File: config.mk
export PLATFORM = sky130hd
export DESIGN_NAME = snake_score_counter
export DESIGN_NICKNAME = d
export VERILOG_FILES = /design/src/rtl/snake_score_counter.sv
export SDC_FILE = /design/constraint.sdc
export NUM_CORES = 1
export LEC_CHECK = 0
export BUFFER_PORTS_ARGS = -buffer_cell sky130_fd_sc_hd__buf_4
export CAP_MARGIN = 20
export CORE_MARGIN = 5
export CORE_UTILIZATION = 60
export DETAILED_ROUTE_END_ITERATION = 16
export GPL_TIMING_DRIVEN = 0
export PLACE_DENSITY = 0.88
export SLEW_MARGIN = 30
export SYNTH_ARGS = -nofsm -noshare
export SYNTH_HDL_FRONTEND = slang
export SYNTH_SLANG_ARGS = --single-unit
File: constraint.sdc
create_clock -name i_Clk -period 5.3 [get_ports i_Clk]
set_input_delay 0.265 -clock i_Clk [delete_from_list [all_inputs] [get_ports i_Clk]]
set_output_delay 0.265 -clock i_Clk [all_outputs]
set_load 0.01 [all_outputs]
File: src/rtl/snake_score_counter.sv
// Running score and session high score in packed BCD, updated by a digit-serial
// add that saturates at all nines and commits the whole result in one edge.
module snake_score_counter #(
    parameter int SCORE_WIDTH = 16
) (
    input  logic                   i_Clk,
    input  logic                   i_Reset,
    input  logic                   i_GameReset,
    input  logic                   i_Add,
    input  logic [3:0]             i_Points,
    output logic [SCORE_WIDTH-1:0] o_Score,
    output logic [SCORE_WIDTH-1:0] o_HighScore,
    output logic                   o_Busy,
    output logic                   o_Done,
    output logic                   o_Drop,
    output logic                   o_Overflow
);

    localparam int NUM_DIGITS = SCORE_WIDTH / 4;
    localparam int DIGIT_W    = (NUM_DIGITS > 1) ? $clog2(NUM_DIGITS) : 1;
    localparam logic [SCORE_WIDTH-1:0] ALL_NINES = {NUM_DIGITS{4'h9}};
    localparam logic [DIGIT_W-1:0]     LAST_DIGIT = DIGIT_W'(NUM_DIGITS - 1);

    typedef enum logic [1:0] {
        ST_IDLE,
        ST_ADD,
        ST_COMMIT
    } state_t;

    state_t                 state_q, state_d;
    logic [SCORE_WIDTH-1:0] work_q, work_d;
    logic [3:0]             addend_q, addend_d;
    logic [DIGIT_W-1:0]     digit_q, digit_d;
    logic                   carry_q, carry_d;
    logic [SCORE_WIDTH-1:0] score_q, score_d;
    logic [SCORE_WIDTH-1:0] high_q, high_d;
    logic                   busy_q, busy_d;
    logic                   done_q, done_d;
    logic                   drop_q, drop_d;
    logic                   ovf_q, ovf_d;
    logic                   pend_valid_q, pend_valid_d;
    logic [3:0]             pend_pts_q, pend_pts_d;

    logic [3:0]             req_pts;
    logic [3:0]             cur_digit;
    logic [4:0]             digit_sum;
    logic [3:0]             new_digit;
    logic                   new_carry;
    logic [SCORE_WIDTH-1:0] commit_val;

    assign req_pts    = (i_Points > 4'd9) ? 4'd9 : i_Points;
    assign commit_val = carry_q ? ALL_NINES : work_q;

    // Digit-serial adder: digit 0 takes the addend, later digits take the carry.
    always_comb begin
        cur_digit = 4'd0;
        for (int i = 0; i < NUM_DIGITS; i++) begin
            if (digit_q == DIGIT_W'(i)) begin
                cur_digit = work_q[i*4 +: 4];
            end
        end
        if (digit_q == '0) begin
            digit_sum = {1'b0, cur_digit} + {1'b0, addend_q};
        end else begin
            digit_sum = {1'b0, cur_digit} + {4'd0, carry_q};
        end
        if (digit_sum > 5'd9) begin
            new_digit = digit_sum[3:0] - 4'd10;
            new_carry = 1'b1;
        end else begin
            new_digit = digit_sum[3:0];
            new_carry = 1'b0;
        end
    end

    always_comb begin
        state_d      = state_q;
        work_d       = work_q;
        addend_d     = addend_q;
        digit_d      = digit_q;
        carry_d      = carry_q;
        score_d      = score_q;
        high_d       = high_q;
        ovf_d        = ovf_q;
        pend_valid_d = pend_valid_q;
        pend_pts_d   = pend_pts_q;
        done_d       = 1'b0;
        drop_d       = 1'b0;

        if (i_Reset || i_GameReset) begin
            state_d      = ST_IDLE;
            work_d       = '0;
            addend_d     = 4'd0;
            digit_d      = '0;
            carry_d      = 1'b0;
            score_d      = '0;
            ovf_d        = 1'b0;
            pend_valid_d = 1'b0;
            pend_pts_d   = 4'd0;
            if (i_Reset) begin
                high_d = '0;
            end
        end else begin
            case (state_q)
                ST_IDLE: begin
                    if (i_Add) begin
                        work_d   = score_q;
                        addend_d = req_pts;
                        digit_d  = '0;
                        carry_d  = 1'b0;
                        state_d  = ST_ADD;
                    end
                end

                ST_ADD: begin
                    for (int i = 0; i < NUM_DIGITS; i++) begin
                        if (digit_q == DIGIT_W'(i)) begin
                            work_d[i*4 +: 4] = new_digit;
                        end
                    end
                    carry_d = new_carry;
                    if (digit_q == LAST_DIGIT) begin
                        state_d = ST_COMMIT;
                    end else begin
                        digit_d = digit_q + DIGIT_W'(1);
                    end
                    if (i_Add) begin
                        if (!pend_valid_q) begin
                            pend_valid_d = 1'b1;
                            pend_pts_d   = req_pts;
                        end else begin
                            drop_d = 1'b1;
                        end
                    end
                end

                ST_COMMIT: begin
                    score_d = commit_val;
                    done_d  = 1'b1;
                    if (carry_q) begin
                        ovf_d = 1'b1;
                    end
                    if (commit_val > high_q) begin
                        high_d = commit_val;
                    end
                    // A queued request chains straight on from the value just committed.
                    if (pend_valid_q) begin
                        work_d       = commit_val;
                        addend_d     = pend_pts_q;
                        digit_d      = '0;
                        carry_d      = 1'b0;
                        state_d      = ST_ADD;
                        pend_valid_d = i_Add;
                        if (i_Add) begin
                            pend_pts_d = req_pts;
                        end
                    end else if (i_Add) begin
                        work_d   = commit_val;
                        addend_d = req_pts;
                        digit_d  = '0;
                        carry_d  = 1'b0;
                        state_d  = ST_ADD;
                    end else begin
                        state_d = ST_IDLE;
                    end
                end

                default: begin
                    state_d = ST_IDLE;
                end
            endcase
        end

        busy_d = (state_d != ST_IDLE);
    end

    always_ff @(posedge i_Clk) begin
        state_q      <= state_d;
        work_q       <= work_d;
        addend_q     <= addend_d;
        digit_q      <= digit_d;
        carry_q      <= carry_d;
        score_q      <= score_d;
        high_q       <= high_d;
        busy_q       <= busy_d;
        done_q       <= done_d;
        drop_q       <= drop_d;
        ovf_q        <= ovf_d;
        pend_valid_q <= pend_valid_d;
        pend_pts_q   <= pend_pts_d;
    end

    assign o_Score     = score_q;
    assign o_HighScore = high_q;
    assign o_Busy      = busy_q;
    assign o_Done      = done_q;
    assign o_Drop      = drop_q;
    assign o_Overflow  = ovf_q;

endmodule
; ---- After elaboration in Yosys (flattened, before gate mapping)
; Index checks and enable logic that the tools add are counted.
[word_totals]
word_cells = 108
ramBits = 0
regBits = 66
mem_count = 0
latchBits = 0
inputBits = 8
out_inout_bits = 36
rom_bits = 0
[classes]
addsub = 4
multipliers = 0
muxes = 47
n_shift = 0
n_lt_le_gt_ge = 3
div = 0
n_eq_ne = 17
n_bitwise = 2
n_reduce_logical = 19
[op_table]
columns = cell, count
row1 = $mux W16, 8
row2 = $mux W4, 16
row3 = $pmux W16 S3, 1
row4 = $ne A2 B2 Y1 const B, 11
row5 = $gt A16 B16 Y1, 1
row6 = $pmux W4 S2, 2
row7 = $reduce_and A4 Y1, 4
row8 = $mux W2, 6
row9 = $pmux W2 S3, 2
row10 = $reduce_bool A2 Y1, 5
row11 = $mux W1, 9
row12 = $eq A2 B2 Y1 const B, 3
row13 = $reduce_and A2 Y1, 3
row14 = $add A4 B1 Y5, 1
row15 = $add A4 B4 Y5, 1
row16 = $gt A5 B4 Y1 const B, 1
row17 = $mux W5, 1
row18 = $reduce_and A5 Y1, 1
row19 = $eq A2 B1 Y1 const B, 2
row20 = $gt A4 B4 Y1 const B, 1
row21 = $logic_not A2 Y1, 2
row22 = $sub A4 B4 Y4 const B, 1
row23 = $ne A3 B3 Y1 const B, 1
row24 = $pmux W1 S3, 1
row25 = 7 further kinds, 8

; ---- Logic depth before layout (Yosys ltp)
[depth]
word_depth = 11
depth_mapped = 17
depth_no_buf = 17

; ---- Least setup slack after synthesis
; Ideal clock, no wire load.
[synth_timing]
path_kind = flip-flop to flip-flop
start = reg digit_q[0]
end = reg work_q[14]
setup_slack_ns = 1.915
t_arrival_ns = 3.297
required_ns = 5.212
n_path_buf = 0
synth_period_minus_slack_ns = 3.385
path_stages_with_launch = 17
setup_time_ns = 0.088
path_cell_list = dfxtp_1 > inv_1 > ha_1 > and3_1 > a21oi_1 > nor2_1 > a21oi_1 > o21ai_0 > ha_1 > fa_1 > xor2_1 > inv_1 > ha_1 > mux2_4 > o21a_1 > o311a_4 > a311oi_2
[synth_between]
elab_chain_cells = 11
word_cells_on_any_way = 18
cone_classes = 3 x add/sub / 1 x order compare / 4 x eq/ne / 8 x mux / 2 x reduce/logical
[synth_rtl]
columns = element, line
row1 = "start, declared", 33  ; logic [DIGIT_W-1:0] digit_q, digit_d;
row2 = "start signal, assigned", 181  ; digit_q <= digit_d;
row3 = $logic_not A2 Y1, "58, 62"
row4 = $mux W4 (4 in series), 58  ; if (digit_q == DIGIT_W'(i)) begin
row5 = $add A4 B1 Y5 / $add A4 B4 Y5 (equally long branches), "65, 63"
row6 = $mux W5, 62  ; if (digit_q == '0) begin
row7 = $sub A4 B4 Y4 / $gt A5 B4 Y1 (equally long branches), "68, 67"
row8 = $mux W4, 67  ; if (digit_sum > 5'd9) begin
row9 = $mux W4, 117  ; if (digit_q == DIGIT_W'(i)) begin
row10 = $pmux W16 S3, 104  ; case (state_q)
row11 = "end signal, assigned", 179  ; work_q <= work_d;
row12 = "end, declared", 31  ; logic [SCORE_WIDTH-1:0] work_q, work_d;
; Several ways; a longest one is shown, not always the timed one. The select of a mux whose other input is x is not followed.
; A chain may end at the register's enable or synchronous reset.

; ---- Worst setup path after layout
[layout_timing]
start = reg digit_q[1]
end = reg work_q[14]
; The elaborated chain is that of the path after synthesis.

==> run summary <==
outcome: completed
routed via count: 3686
worst min-delay path class: input pin to register
Post-Synth XOR/XNOR Area: 0.457%
Leak Pwr: 1.95 nW
largest family of logic cells by synthesized area: compound AO/OA/AOI/OAI gates
Synth Register Bits: 66
I/O pin cnt: 44
Hold EP: pend_pts_q[3]$_SDFFE_PN0P_
DIE AREA: 0.00808 mm²
antenna violations before repair: 0
pre-CTS setup slack: 1.47 ns
cell area after synthesis: 0.00383 mm²
Area growth syn-to-layout: 16.7%
Tcrit/Tclk final: 74.1%
most area-hungry cell type in the Yosys netlist: dfxtp_1
crit end category: register
Tot Pwr: 1.10 mW
Placed Instance Area: 0.00427 mm²
sequential fraction of the synthesis area: 38.7%
Final Net Count: 548
yosys warns: 0
area share of the largest cell type after synthesis: 26.1%
WL per Instance: 17.8 µm
# resized after CTS: 0
Main synth FF type: dfxtp_1
syn_area_per_cell: 8.42 µm²
first-pass GRT wire length: 17.6 mm
Post-synth EDFFs: 16
# diodes: 0
post-DP HPWL: 7.71 mm
CTS sink cnt: 66
post-synthesis net count: 493
Starting Density: 61.0%
worst r2r dst: work_q[14]$_SDFFE_PN0P_
CP arrival: 4.19 ns
VDD IR-drop max: 0.161 mV
Inst Count DP: 576
Simple-Gate Fraction of Synth Area: 19.7%
DRC viols: 0
worst slew pin tran: 0.674 ns
Reg clk slew, reported paths: 0.07 ns
cts hold-fix bufs: 0
synthesized netlist cell count: 455
drt first pass iters: 5
Power Density: 246 mW/mm²
hold_sp: i_Points[3]
final setup fails: 0
GPL Wtd Cong: 0.950
min Tclk post-route: 3.93 ns
Peak Freq: 255 MHz
CTS tree: done
RSZ-0062 raised after global routing: false
IO buf count: 43
Synth Area in Adders: 9.99%
post-CTS setup buffers: 0
vias per std cell: 6.23
CP startpoint kind: register
Hold Vio Cnt, Final: 0
Worst Reg2Reg Path Length in Cells: 17
most frequent cell after synthesis: nor2_1
Worst Hold Depth: 3
relative slew slack: 53.9%
Post-synth ARST share: 0%
CTS H-tree lvls: 3
worst-case clock buffer depth: 2
top post-synthesis cells by area: dfxtp_1, edfxtp_1, ha_1, nor2_1, a21oi_1
setup TNS: 0 ns
FF-to-FF setup slack: 1.37 ns
WL final: 10.5 mm
core area: 0.00628 mm²
Netlist cell types: 49
gr usage total: 26.4%
layout cells sized above 1: 14.0%
Pins Over Slew Limit: 0
final cell count without fillers: 592
fillcell total: 487
CP required: 5.56 ns
post-route ant nets: 0
First DRT Iteration DRCs: 401
fin area: 0.00447 mm²
worst skew pair latency: 0.36 ns
Die Span X: 89.9 µm
worst-path fanout max: 5
max-cap viol count: 0
row count: 29
Root Buffer: clkbuf_8
Post-synth top cells: nor2_1, dfxtp_1, inv_1, a21oi_1, nand2_1
CTS Buf Count: 9
Final WS setup: 1.37 ns
compound-gate portion of the synthesized area: 22.2%
kind of critical path: register to register
reg2reg start: digit_q[1]$_SDFFE_PN0P_
skew final: 0.0135 ns
die height: 89.9 µm
grt ovf: 0
vias in the first global route: 3628
largest net degree at the start of global routing: 12
post-synthesis mux area share: 2.81%
-- cell families (layout without fill, tap and decap cells) --
kind of cell / count (synthesis) / in the layout
AO/OA/AOI/OAI: 123 / 123
XOR/XNOR: 2 / 2
adder cells (fa/ha/maj): 30 / 30
buffers and inverters: 62 / 122
flip-flops: 66 / 66
multiplexers: 10 / 10
AND/OR/NAND/NOR: 162 / 162
-- state kept, by name, summed over array words and instances, names as in the netlist, 2 cells and up --
signal / count
o_Score: 16
o_HighScore: 16
addend_q: 4
work_q: 16
state_q: 2
digit_q: 2
pend_pts_q: 4
-- through the flow --
stage	utilization [%]	hold WS, ns
global route	71.2	0.219
CTS	71.2	0.212
detailed placement	67.9	0.463
global placement	67.7	0.458
finish	71.2	0.209
floorplan	-	0.409
-- critical path, stage by stage, from the launching register on --
cell,delay (ns)
dfxtp_1,0.35
inv_1,0.09
ha_1,0.25
inv_1,0.14
and3_1,0.20
a21oi_1,0.14
nor2_1,0.06
a21oi_1,0.11
o21ai_0,0.11
ha_1,0.26
fa_1,0.41
xor2_1,0.21
inv_1,0.10
ha_1,0.23
mux2_4,0.30
o21a_1,0.21
o311a_4,0.36
a311oi_2,0.28
-- layout make-up --
class	count	area (µm²)	area share [%]
Buffer	24	91.3	2.04
Clock buffer	13	139	3.11
Clock inverter	3	65.1	1.46
Inverter	38	143	3.19
Multi-Input combinational cell	327	2120	47.4
Sequential cell	66	1480	33.1
Tap cell	77	96.3	2.16
Timing Repair Buffer	44	334	7.47
-- power by group --
part / leakage (nW) / internal [mW] / total (mW) / switching, mW
logic: 1.28 / 0.0404 / 0.110 / 0.0693
clock network: 0.102 / 0.265 / 0.459 / 0.194
registers: 0.560 / 0.523 / 0.529 / 0.00544
total: 1.95 / 0.829 / 1.10 / 0.269
-- worst max path at each step --
| stage | start | endpoint | slack [ns] | cells past startpoint |
|---|---|---|---|---|
| after detailed placement | digit_q[1]$_SDFFE_PN0P_ | work_q[14]$_SDFFE_PN0P_ | 1.47 | 17 |
| after global routing | digit_q[1]$_SDFFE_PN0P_ | work_q[14]$_SDFFE_PN0P_ | 1.12 | 17 |
| after global placement | carry_q$_SDFFE_PN0N_ | o_HighScore[9]$_SDFFCE_PN0P_ | 1.53 | 10 |
| after floorplan | digit_q[0]$_SDFFE_PN0P_ | work_q[14]$_SDFFE_PN0P_ | 1.92 | 16 |
| after CTS | digit_q[1]$_SDFFE_PN0P_ | work_q[14]$_SDFFE_PN0P_ | 1.42 | 17 |
| final | digit_q[1]$_SDFFE_PN0P_ | work_q[14]$_SDFFE_PN0P_ | 1.37 | 17 |
-- placed cells by master (no fill, tap or decap), types with 3 or more instances in the layout --
cell type	n
clkbuf_8	9
a32o_1	3
o21ai_0	22
a311oi_1	3
o21bai_1	3
inv_1	38
o21a_1	7
and2_1	15
a31oi_1	3
nand2_1	32
nand2b_1	10
a221oi_1	3
or3_1	4
and3_1	7
a211oi_1	12
a21o_1	5
o211ai_1	3
buf_4	43
clkbuf_1	25
ha_1	29
a311oi_2	4
dfxtp_1	50
a21oi_1	36
nand3_1	4
nand4_1	4
nor2_1	68
edfxtp_1	16
nor2b_1	12
a211o_1	4
mux2i_1	7
-- metal layers --
metal	vias up	routed length (µm)	global-route usage [%]	part of all wire, %
li1	1705	-	-	-
met1	1744	4260	32.7	40
met2	193	5010	43.8	48
met3	44	826	4.92	7.8
met4	0	437	13.3	4.1
met5	-	0	0	0
(Power assumes the default switching activity.)
